## src/rtl/clkdiv_prog.sv

```systemverilog
// Programmable clock divider: registered clkout with a ratio of N (high ceil(N/2), low floor(N/2)).
// Supports a one-cycle phase-slip hold, glitch-free stop, and ratio changes deferred to the period boundary.
module clkdiv_prog #(
    parameter int WIDTH       = 8,
    parameter int DEFAULT_DIV = 8
) (
    input  logic             hclkin,
    input  logic             resetn,
    input  logic             enable,
    input  logic [WIDTH-1:0] div_val,
    input  logic             div_load,
    input  logic             calib,
    output logic             clkout,
    output logic             tick,
    output logic             div_busy,
    output logic [WIDTH-1:0] div_cur
);

    typedef enum logic {IDLE = 1'b0, RUN = 1'b1} state_t;

    localparam logic [WIDTH-1:0] DEF_DIV = WIDTH'(DEFAULT_DIV);
    localparam logic [WIDTH-1:0] MIN_DIV = WIDTH'(2);

    state_t           state_reg, state_next;
    logic [WIDTH-1:0] cnt_reg, cnt_next;
    logic [WIDTH-1:0] pend_reg, pend_next;
    logic [WIDTH-1:0] cur_next;
    logic [WIDTH-1:0] div_clamped;
    logic [WIDTH-1:0] high_len;
    logic             clk_next, tick_next, busy_next;
    logic             wrap;

    assign div_clamped = (div_val < MIN_DIV) ? MIN_DIV : div_val;
    assign high_len    = div_cur - (div_cur >> 1);
    // A calib edge never counts as the wrap, so the hold always wins over it.
    assign wrap        = (state_reg == RUN) && !calib && (cnt_reg == div_cur - 1'b1);

    always_ff @(posedge hclkin or negedge resetn) begin
        if (!resetn) begin
            state_reg <= IDLE;
        end else begin
            state_reg <= state_next;
        end
    end

    always_comb begin
        state_next = state_reg;
        case (state_reg)
            IDLE:    if (enable) state_next = RUN;
            RUN:     if (wrap && !enable) state_next = IDLE;
            default: state_next = IDLE;
        endcase
    end

    always_comb begin
        cnt_next  = cnt_reg;
        clk_next  = clkout;
        tick_next = 1'b0;
        case (state_reg)
            IDLE: begin
                cnt_next  = '0;
                clk_next  = enable;
                tick_next = enable;
            end
            RUN: begin
                if (!calib) begin
                    if (wrap && !enable) begin
                        cnt_next = '0;
                        clk_next = 1'b0;
                    end else begin
                        cnt_next  = wrap ? '0 : cnt_reg + 1'b1;
                        clk_next  = (cnt_next < high_len);
                        tick_next = wrap;
                    end
                end
            end
            default: begin
                cnt_next = '0;
                clk_next = 1'b0;
            end
        endcase
    end

    // Ratio changes land only on a period boundary (or immediately while idle).
    always_comb begin
        pend_next = pend_reg;
        cur_next  = div_cur;
        busy_next = div_busy;
        if (div_load) begin
            pend_next = div_clamped;
            if (wrap) begin
                cur_next  = div_clamped;
                busy_next = 1'b0;
            end else begin
                busy_next = 1'b1;
            end
        end else if (div_busy && (state_reg == IDLE || wrap)) begin
            cur_next  = pend_reg;
            busy_next = 1'b0;
        end
    end

    always_ff @(posedge hclkin or negedge resetn) begin
        if (!resetn) begin
            cnt_reg  <= '0;
            clkout   <= 1'b0;
            tick     <= 1'b0;
            pend_reg <= DEF_DIV;
            div_cur  <= DEF_DIV;
            div_busy <= 1'b0;
        end else begin
            cnt_reg  <= cnt_next;
            clkout   <= clk_next;
            tick     <= tick_next;
            pend_reg <= pend_next;
            div_cur  <= cur_next;
            div_busy <= busy_next;
        end
    end

endmodule

```

## config.mk

```make
export PLATFORM = sky130hd
export DESIGN_NAME = clkdiv_prog
export DESIGN_NICKNAME = d
export VERILOG_FILES = /design/src/rtl/clkdiv_prog.sv
export SDC_FILE = /design/constraint.sdc
export NUM_CORES = 1
export LEC_CHECK = 0
export BUFFER_PORTS_ARGS = -buffer_cell sky130_fd_sc_hd__buf_2
export CORE_MARGIN = 4
export CORE_UTILIZATION = 45
export CTS_BUF_LIST = sky130_fd_sc_hd__clkbuf_2
export CTS_CLUSTER_SIZE = 30
export DETAILED_ROUTE_END_ITERATION = 12
export PLACE_DENSITY = 0.61
export SKIP_CTS_REPAIR_TIMING = 1
export SLEW_MARGIN = 20
export SYNTH_ARGS = -nofsm -noshare
export SYNTH_HDL_FRONTEND = slang
export SYNTH_SLANG_ARGS = --single-unit
```

## constraint.sdc

```tcl
create_clock -name hclkin -period 6.3 [get_ports hclkin]
set_input_delay 0.315 -clock hclkin [delete_from_list [all_inputs] [get_ports hclkin]]
set_output_delay 0.315 -clock hclkin [all_outputs]
set_load 0.05 [all_outputs]
```

==> metrics.md, run 1 <==
| Metric | Value |
|---|---|
| CTS Buf Count | 3 |
| Tot GR Track Use | 17.4% |
| Buffers on Ports | 23 |
| Post-synth EDFFs | 0 |
| CP max FO | 24 |
| Antenna cells | 0 |
| Reg2Reg Capture Point | clkout |
| I/O pin total | 24 |
| Initial antenna violation count | 0 |
| Initial Util | 47.7% |
| Initial DRC count | 73 |
| Yosys reg bits | 28 |
| Crit path top cell by count | ha_1 |
| Cell Rows | 25 |
| First-pass GRT wire length | 8.73 mm |
| CP Launch Type | flip-flop |
| Fin crit share | 60.5% |
| DRT antenna net count | 0 |
| Avg Vias per Cell | 5.45 |
| Required time of the critical path | 6580 ps |
| Final WS setup | 2490 ps |
| Final min period | 3810 ps |
| Metal3 WL | 135 um |
| Core footprint | 4880 um^2 |
| Clk root buf | clkbuf_2 |
| CTS HTree Levels | 1 |
| Fmax | 0.262 GHz |
| WL met2 | 2.24 mm |
| WS Path Type | flip-flop to flip-flop |
| Largest net degree at the start of global routing | 29 |
| Syn_area_per_cell | 8.79 um^2 |
| RSZ-0062 raised after global routing | false |
| Via Count | 1887 |
| DRT Pass-1 Iters | 4 |
| Max-cap viol count | 0 |
| Crit end category | flip-flop |
| Reg-to-reg slack, setup | 2490 ps |
| Vias in the first global route | 1684 |
| Peak supply drop | 0.000208 V |
| Slowest-stage cell, CP | or4_1 |
| End of the worst hold path | pend_reg[0] |
| Setup slack after placement | 2570 ps |
| Layout Skew | 32.8 ps |
| Clock latency at the later pin of the worst-skew pair | 370 ps |
| Fin Setup TNS | 0 ps |
| WL/cell | 15.3 um |
| Netlist cell types | 48 |
| Die H | 79.9 um |
| Fillers | 493 |
| Detailed-route DRC error count | 0 |
| Worst-Margin Slew | 883 ps |
| R2R cell count | 12 |
| Clk buf depth | 2 |
| Clk sinks | 28 |
| CP delay by family, top | simple AND/OR/NAND/NOR gates |
| Synth area leader | dfrtp_1 |
| Final Hold Fails | 0 |
| Part of the Yosys area used for sequential elements | 30.2% |
| Final HPWL DP | 4.09 mm |
| Fin. max-slew vios | 0 |
| Total length of routed wires | 5.30 mm |
| Final setup viols | 0 |
| Post-synthesis cell count | 265 |
| Hold WS | 154 ps |
| Post-Layout Cell Count | 346 |
| Final core occ | 51.3% |
| Synthesized area | 2330 um^2 |
| Highest layer used for signal routing | met4 |
| Worst path arrival time | 4090 ps |
| Status | finished clean |
| Layout cell share with drive strength beyond 1 | 14.7% |
| Grt total ovfl | 0 |
| R2r startpoint | div_cur[2] |
| Worst hold stages | 3 |
| Hold Path Origin | div_val[0] |
| P&R area growth vs syn | 7.42% |
| Synth top area share | 27.9% |
| Worst slew margin | 41.2% |
| Synth top area cells | dfrtp_1 28%, ha_1 12%, nor3_1 4.7% |
| Die Area | 6390 um^2 |
| GPL Wtd Cong | 0.833 |
| Final net count | 317 |
| Die X | 79.9 um |
| Placed cell count | 341 |
| Top FF cell, synth | dfrtp_1 |
| Asr flop ratio synth | 100% |
| Clock slew at the register clock pins of the worst setup and hold paths | 290 ps |
| Crit path largest cell delay | 980 ps |
| Syn nets | 302 |
| CP Buf/Inv Count | 1 |
| Post-Route M1 WL | 2.90 mm |
| CTS tree | built |
| Crit-path cells | inv_1 -> ha_1 -> nand3b_1 -> a2111oi_4 -> o2111ai_1 -> or4_1 -> and2_1 -> ha_1 -> o21ai_0 -> a21oi_1 -> nand4_1 -> o211a_1 |
| Pwr Density | 483 nW/um^2 |
| LEAKAGE | 0.00114 uW |
| Hold Path Class | input port to flip-flop |
| Synth Warn # | 0 |
-- layout by cell type (no fill, tap or decap), drive strengths merged, types with 10 or more instances in the layout --
| master | count |
|---|---|
| nor2 | 17 |
| buf | 25 |
| xor2 | 12 |
| dfrtp | 26 |
| o21ai | 10 |
| a21oi | 14 |
| inv | 25 |
| xnor2 | 12 |
| ha | 23 |
| nand2 | 12 |
| nor3 | 22 |
-- cell families after synthesis --
logic type | synth area share, %
xor gates and xnor gates | 9.35
muxes | 3.76
AOI/OAI and AO/OA | 19.2
buffers and inverters | 7.04
adders and majority gates | 13.2
DFF | 30.2
and+or+nand+nor | 17.2
-- layout make-up --
cell class / instances / area [um^2] / share of cell area [%]
flip-flops and latches: 28 / 703 / 28.1
multi-input cells: 196 / 1460 / 58.4
well taps: 67 / 83.8 / 3.35
repair buffers: 26 / 140 / 5.60
inverters: 25 / 93.8 / 3.75
clock inverters: 1 / 3.75 / 0.150
clock buffers: 3 / 15.0 / 0.600
-- worst max path at each step --
stage | end | slack (ps) | depth (start not counted) | from
2_1_floorplan | clkout | 2750 | 14 | div_cur[2]
3_3_place_gp | clkout | 2700 | 12 | div_cur[2]
3_5_place_dp | clkout | 2570 | 12 | div_cur[2]
4_1_cts | clkout | 2520 | 12 | div_cur[2]
5_1_grt | clkout | 2310 | 12 | div_cur[2]
6_report | clkout | 2490 | 12 | div_cur[2]
-- power by group --
part | switching, uW | leakage (uW) | total (uW) | internal (uW)
Combinational | 481 | 0.000799 | 824 | 342
Clock | 54.3 | 0.0000140 | 68.0 | 13.8
Sequential | 85.8 | 0.000332 | 316 | 231
Total | 622 | 0.00114 | 1210 | 587
-- tightest hold or removal path, cell delays in order --
cell and delay, ps:
buf_2 90, inv_1 40, o2bb2ai_1 80
-- per-stage QoR --
step	total power [uW]	area, um^2
floorplan	968	2330
global placement	1140	2470
detailed placement	1140	2470
CTS	1210	2490
global route	1340	2500
finish	1210	2500
-- per-layer routing --
layer  up-vias  global-route usage, %
li1        956                      -
met5         -                      0
met3         4                   2.37
met1       902                   28.0
met2        25                   24.3
met4         0                   3.89
-- synth_stat cells (3+ instances only) --
cell type and n:
nor3_1 22, xnor2_1 12, o31ai_1 5, nand2_1 12
nand3_1 4, ha_1 23, a21oi_1 14, nor2b_1 3
a21boi_0 6, a21o_1 3, nor3b_1 6, o21ai_0 10
dfrtp_1 26, xor2_1 11, clkbuf_1 12, mux2_2 6
nor2_1 17, inv_1 25, o2bb2ai_1 6
(Power assumes the default switching activity.)
==> run 2, diff against run 1 <==
==> constraint.sdc (replaced) <==
create_clock -name hclkin -period 3.73 [get_ports hclkin]
set_input_delay 0.1865 -clock hclkin [delete_from_list [all_inputs] [get_ports hclkin]]
set_output_delay 0.1865 -clock hclkin [all_outputs]
set_load 0.05 [all_outputs]
==> run 2 against run 1 <==
  * Sequential cell count stayed put
  * Cell count is 1.4% higher
  * Sequential power is 65% higher
  * Combinational power is 71% higher
  * Worst setup slack worse by 2000 ps
  * First-iteration DRC count is 40% higher
  * Power is 75% higher
  * Sequential share of layout area is 0.75 points lower
  * Final area is 2.8% higher
  * Largest power group unchanged
==> metrics.md, run 2 (synthesis results as in run 1) <==
| Metric | Value |
|---|---|
| Status | finished clean (unchanged) |
| Clk buf depth | 2 (unchanged) |
| Fin. max-slew vios | 0 (unchanged) |
| Switching share of power | 49.5% (was 51.4%) |
| Slowest-stage cell, CP | dfrtp_1 (was or4_1) |
| Cell Rows | 25 (unchanged) |
| Fin Setup TNS | 0 ps (unchanged) |
| Avg Vias per Cell | 5.31 (was 5.45) |
| Total length of routed wires | 5.31 mm (was 5.30 mm) |
| Layout Skew | 11.7 ps (was 32.8 ps) |
| Fmax | 0.305 GHz (was 0.262 GHz) |
| RSZ-0062 raised after global routing | false (unchanged) |
| Commonest non-fill, non-tap cell in the layout | dfrtp_1 (unchanged) |
| GPL Wtd Cong | 0.826 (was 0.833) |
| Tot GR Track Use | 17.6% (was 17.4%) |
| WS Path Type | flip-flop to flip-flop (unchanged) |
| Fin crit share | 87.8% (was 60.5%) |
| Clock slew at the register clock pins of the worst setup and hold paths | 290 ps (about the same) |
| Reg-to-reg slack, setup | 450 ps (was 2490 ps) |
| Sw power | 1050 uW (was 622 uW) |
| P&R area growth vs syn | 10.4% (was 7.42%) |
| Most frequent cells in the layout | 26 x dfrtp_1, 25 x inv_1, 23 x ha_1, 23 x buf_2, 22 x nor3_1 (unchanged) |
| Die Area | 6390 um^2 (unchanged) |
| Core footprint | 4880 um^2 (unchanged) |
| Clk root buf | clkbuf_2 (unchanged) |
| Crit end category | flip-flop (unchanged) |
| Final core occ | 52.7% (was 51.3%) |
| CP delay by family, top | compound AO/OA/AOI/OAI gates (was simple AND/OR/NAND/NOR gates) |
| DRT antenna net count | 0 (unchanged) |
| Vias in the first global route | 1715 (was 1684) |
| Cell internal pwr | 1070 uW (was 587 uW) |
| Max-cap viol count | 0 (unchanged) |
| Grt total ovfl | 0 (unchanged) |
| Flop pwr share | 24.6% (was 26.2%) |
| Final Hold Fails | 0 (unchanged) |
| R2R cell count | 15 (was 12) |
| Largest net degree at the start of global routing | 29 (unchanged) |
| Detailed-route DRC error count | 0 (unchanged) |
| Final min period | 3280 ps (was 3810 ps) |
| CTS Buf Count | 3 (unchanged) |
| Worst-Margin Slew | 635 ps (was 883 ps) |
| Hold Path Origin | div_val[7] (was div_val[0]) |
| Initial Util | 47.7% (unchanged) |
| Footprint of the multi-input gates | 1460 um^2 (unchanged) |
| Clk sinks | 28 (unchanged) |
| Crit path largest cell delay | 510 ps (was 980 ps) |
| Final HPWL DP | 4.03 mm (was 4.09 mm) |
| Initial DRC count | 102 (was 73) |
| WL/cell | 15.1 um (was 15.3 um) |
| Die X | 79.9 um (unchanged) |
| First-pass GRT wire length | 8.76 mm (was 8.73 mm) |
| Fillers | 470 (was 493) |
| Hold WS | 63.6 ps (was 154 ps) |
| Via Count | 1863 (was 1887) |
| Layout cell share with drive strength beyond 1 | 15.8% (was 14.7%) |
| Initial antenna violation count | 0 (unchanged) |
| Worst path arrival time | 3610 ps (was 4090 ps) |
| CP Buf/Inv Count | 2 (was 1) |
| Total Power | 2120 uW (was 1210 uW) |
| DRT Pass-1 Iters | 4 (unchanged) |
| Final net count | 322 (was 317) |
| End of the worst hold path | pend_reg[7] (was pend_reg[0]) |
| Sequential cell area | 703 um^2 (unchanged) |
| Pwr Density | 825 nW/um^2 (was 483 nW/um^2) |
| Clk pwr share | 8.9% (was 5.6%) |
| Crit-path cells | inv_1 -> ha_1 -> nand3b_1 -> a2111oi_4 -> o2111ai_1 -> nor4_2 -> buf_4 -> nor2_1 -> ha_1 -> a21o_1 -> a21oi_1 -> o211ai_1 -> nand2_1 -> a21o_1 -> o211a_1 (was inv_1 -> ha_1 -> nand3b_1 -> a2111oi_4 -> o2111ai_1 -> or4_1 -> and2_1 -> ha_1 -> o21ai_0 -> a21oi_1 -> nand4_1 -> o211a_1) |
| Hold Path Class | input port to flip-flop (unchanged) |
| Die H | 79.9 um (unchanged) |
| Worst hold stages | 2 (was 3) |
| Fin area | 2570 um^2 (was 2500 um^2) |
| CTS HTree Levels | 1 (unchanged) |
| CP max FO | 9 (was 24) |
| Placed cell area | 2490 um^2 (was 2470 um^2) |
| R2r startpoint | div_cur[2] (unchanged) |
| I/O pin total | 24 (unchanged) |
| Crit path from | div_cur[2] (unchanged) |
| Worst slew margin | 57.7% (was 41.2%) |
| Combinational share of power | 66.5% (was 68.2%) |
| LEAKAGE | 0.00118 uW (was 0.00114 uW) |
| Peak supply drop | 0.000471 V (was 0.000208 V) |
| Clock latency at the later pin of the worst-skew pair | 370 ps (about the same) |
| Reg2Reg Capture Point | clkout (unchanged) |
| Required time of the critical path | 4070 ps (was 6580 ps) |
| Final setup viols | 0 (unchanged) |
| Buffers on Ports | 23 (unchanged) |
| CTS tree | built (unchanged) |
| Antenna cells | 0 (unchanged) |
| CP Launch Type | flip-flop (unchanged) |
==> run 2: cell count changes in the layout (fill, tap and decap cells not counted), sizes merged <==
cell         previous run  this run
clkinv                  1         0
buf                    25        28
bufinv                  0         1
dlygate4sd3             1         3
==> run 2: metrics by stage <==
| stage | cells | setup slack [ps] |
|---|---|---|
| floorplan | 265 | 182 |
| global placement | 344 | 638 |
| detailed placement | 344 | 560 |
| CTS | 348 | 481 |
| global route | 351 | 114 |
| finish | 351 | 455 |
==> run 2: layout make-up <==
cell class,instances,share of cell area [%]
clock buffers,3,0.584
multi-input cells,196,56.9
repair buffers,31,7.11
clock inverters,1,1.17
flip-flops and latches,28,27.4
well taps,67,3.26
inverters,25,3.65
==> run 2: power by group through the flow <==
stage                     combinational [uW]  sequential [uW]  clock [uW]
after floorplan                         1020              616           0
after global placement                  1400              524           0
after detailed placement                1410              528           0
after CTS                               1420              521         197
after global routing                    1590              538         209
final                                   1410              521         189
==> run 2: worst max path at each step <==
stage	slack, ps	depth (start not counted)	endpoint
floorplan	180	14	clkout
global placement	640	14	clkout
detailed placement	560	15	clkout
CTS	480	15	clkout
global route	110	15	clkout
finish	450	15	clkout
==> run 2: worst register-to-register path, cell delays in order (launching register included) <==
cell       delay [ps]
dfrtp_1           510
inv_1             160
ha_1              190
nand3b_1          160
a2111oi_4         310
o2111ai_1         190
nor4_2            350
buf_4             220
nor2_1             70
ha_1              300
a21o_1            180
a21oi_1           200
o211ai_1          110
nand2_1            80
a21o_1             70
o211a_1           130
==> run 2: routing by layer <==
metal	global-route usage, %	vias up	wire length (um)
met5	0	-	0
met4	4.05	0	30
met3	2.03	2	113
met2	25.0	17	2240
met1	28.1	877	2930
li1	-	967	-
==> run 3, diff against run 2 <==
--- a/config.mk
+++ b/config.mk
@@ -6,6 +6,7 @@
 export NUM_CORES = 1
 export LEC_CHECK = 0
 export BUFFER_PORTS_ARGS = -buffer_cell sky130_fd_sc_hd__buf_2
+export CORE_ASPECT_RATIO = 0.75
 export CORE_MARGIN = 4
 export CORE_UTILIZATION = 45
 export CTS_BUF_LIST = sky130_fd_sc_hd__clkbuf_2
==> run 3 against run 2 <==
  * Power down 1.3%
  * Clock power down 32%
  * Highest routed layer unchanged
  * Cell count down 2.6%
  * Via count up 2.7%
  * Final area down 1.6%
  * Clock-buffer cell count up 1
==> metrics.md, run 3 (synthesis results as in run 1) <==
| Metric | Value |
|---|---|
| Via Count | 1914 (was 1863) |
| DRT antenna net count | 0 (unchanged) |
| Buffers on Ports | 23 (unchanged) |
| Fin. max-slew vios | 0 (unchanged) |
| Final min period | 3340 ps (was 3280 ps) |
| WL/cell | 16.0 um (was 15.1 um) |
| Fin area | 2530 um^2 (was 2570 um^2) |
| Clk pwr share | 6.1% (was 8.9%) |
| Status | finished clean (unchanged) |
| Antenna cells | 0 (unchanged) |
| Tot GR Track Use | 18.2% (was 17.6%) |
| Hold Path Class | input port to flip-flop (unchanged) |
| Avg Vias per Cell | 5.60 (was 5.31) |
| Clk root buf | clkbuf_2 (unchanged) |
| GPL Wtd Cong | 0.848 (was 0.826) |
| Pwr Density | 827 nW/um^2 (was 825 nW/um^2) |
| Crit path top cell by count | ha_1 |
| Die Area | 6400 um^2 (was 6390 um^2) |
| Commonest non-fill, non-tap cell in the layout | dfrtp_1 (unchanged) |
| Die H | 70.3 um (was 79.9 um) |
| Total length of routed wires | 5.46 mm (was 5.31 mm) |
| CP Launch Type | flip-flop (unchanged) |
| Slowest-stage cell, CP | dfrtp_1 (unchanged) |
| Core footprint | 4950 um^2 (was 4880 um^2) |
| Die X | 91.1 um (was 79.9 um) |
| Hold WS | 43.1 ps (was 63.6 ps) |
| Max-cap viol count | 0 (unchanged) |
| Cell internal pwr | 1000 uW (was 1070 uW) |
| CP max FO | 13 (was 9) |
| Crit-path cells | inv_1 -> ha_1 -> nand3b_1 -> a2111oi_4 -> o2111ai_1 -> nor4_4 -> buf_4 -> nor2_1 -> ha_1 -> o21ai_0 -> a21oi_1 -> nand4_1 -> o211a_1 (was inv_1 -> ha_1 -> nand3b_1 -> a2111oi_4 -> o2111ai_1 -> nor4_2 -> buf_4 -> nor2_1 -> ha_1 -> a21o_1 -> a21oi_1 -> o211ai_1 -> nand2_1 -> a21o_1 -> o211a_1) |
| Initial antenna violation count | 0 (unchanged) |
| Largest net degree at the start of global routing | 29 (unchanged) |
| Crit path largest cell delay | 510 ps (about the same) |
| Detailed-route DRC error count | 0 (unchanged) |
| Final setup viols | 0 (unchanged) |
| I/O pin total | 24 (unchanged) |
| Required time of the critical path | 4080 ps (was 4070 ps) |
| CTS Buf Count | 3 (unchanged) |
| Placed cell area | 2470 um^2 (was 2490 um^2) |
| Flop pwr share | 25.3% (was 24.6%) |
| Crit end category | flip-flop (unchanged) |
| Clock slew at the register clock pins of the worst setup and hold paths | 300 ps (was 290 ps) |
| Worst path arrival time | 3690 ps (was 3610 ps) |
| DRT Pass-1 Iters | 4 (unchanged) |
| Final net count | 320 (was 322) |
| Fin crit share | 89.6% (was 87.8%) |
| Placed cell count | 335 (was 344) |
| Cell Rows | 22 (was 25) |
| Layout cell share with drive strength beyond 1 | 15.2% (was 15.8%) |
| Final Hold Fails | 0 (unchanged) |
| Fin Setup TNS | 0 ps (unchanged) |
| Worst hold stages | 2 (unchanged) |
| CTS tree | built (unchanged) |
| Grt total ovfl | 0 (unchanged) |
| Combinational share of power | 68.6% (was 66.5%) |
| Initial Util | 47.0% (was 47.7%) |
| Sw power | 1090 uW (was 1050 uW) |
| LEAKAGE | 0.00116 uW (was 0.00118 uW) |
| WS Path Type | flip-flop to flip-flop (unchanged) |
| First-pass GRT wire length | 9.47 mm (was 8.76 mm) |
| Post-Layout Cell Count | 342 (was 351) |
| Most frequent cells in the layout | 26 x dfrtp_1, 25 x inv_1, 23 x ha_1, 23 x buf_2, 22 x nor3_1 (unchanged) |
| Initial DRC count | 109 (was 102) |
| Clock latency at the later pin of the worst-skew pair | 400 ps (was 370 ps) |
| Switching share of power | 52.0% (was 49.5%) |
| Layout Skew | 32.8 ps (was 11.7 ps) |
| RSZ-0062 raised after global routing | false (unchanged) |
| Clk buf depth | 2 (unchanged) |
| CTS HTree Levels | 1 (unchanged) |
| Clk sinks | 28 (unchanged) |
| Vias in the first global route | 1864 (was 1715) |
| Fmax | 0.299 GHz (was 0.305 GHz) |
| Worst slew margin | 55.8% (was 57.7%) |
| Worst-Margin Slew | 662 ps (was 635 ps) |
| Peak supply drop | 0.000482 V (was 0.000471 V) |
| P&R area growth vs syn | 8.65% (was 10.4%) |
| Final HPWL DP | 4.07 mm (was 4.03 mm) |
| R2R cell count | 13 (was 15) |
## run 3: layer usage
metal / up-vias / part of all wire (%) / global-route usage (%)
met5: - / 0 / 0
met4: 0 / 0.66 / 3.34
met3: 4 / 4.8 / 2.91
met2: 40 / 40 / 26.3
met1: 906 / 55 / 28.4
li1: 964 / - / -
## run 3: power groups by stage
stage | clock [uW] | sequential [uW] | combinational [uW]
global placement | 0 | 535 | 1410
detailed placement | 0 | 537 | 1400
floorplan | 0 | 616 | 1020
CTS | 135 | 530 | 1410
finish | 128 | 529 | 1440
global route | 149 | 549 | 1630
## run 3: cell type report
| class | count | area (um^2) |
|---|---|---|
| tap | 60 | 75.1 |
| inverter | 25 | 93.8 |
| sequential | 28 | 703 |
| multi-input combinational | 196 | 1470 |
| clock buffer | 4 | 20.0 |
| timing repair buffer | 29 | 168 |
| fill | 468 | 2420 |
## run 3: final timing paths
path	from	to	slack (ps)
max in group asynchronous	resetn	div_cur[4]	2990
hold / removal	div_val[5]	pend_reg[5]	40
setup / recovery	div_cur[2]	clkout	390
setup reg to reg	div_cur[2]	clkout	390
hold reg to reg	pend_reg[7]	pend_reg[7]	570
min in group asynchronous	resetn	tick	290
## run 3: stage by stage
step | total power [uW] | util, % | setup WS [ps]
floorplan | 1630 | - | 182
global placement | 1940 | 49.9 | 516
detailed placement | 1930 | 49.9 | 369
CTS | 2080 | 50.3 | 318
global route | 2330 | 51.1 | 40.4
finish | 2090 | 51.1 | 387
## run 3: worst max-delay path, delay by kind of cell (launching register included)
family,cells,cell delay (ps)
buffers and inverters,2,440
adder cells (fa/ha/maj),2,470
flip-flops,1,510
AND/OR/NAND/NOR,4,810
AO/OA/AOI/OAI,5,1040
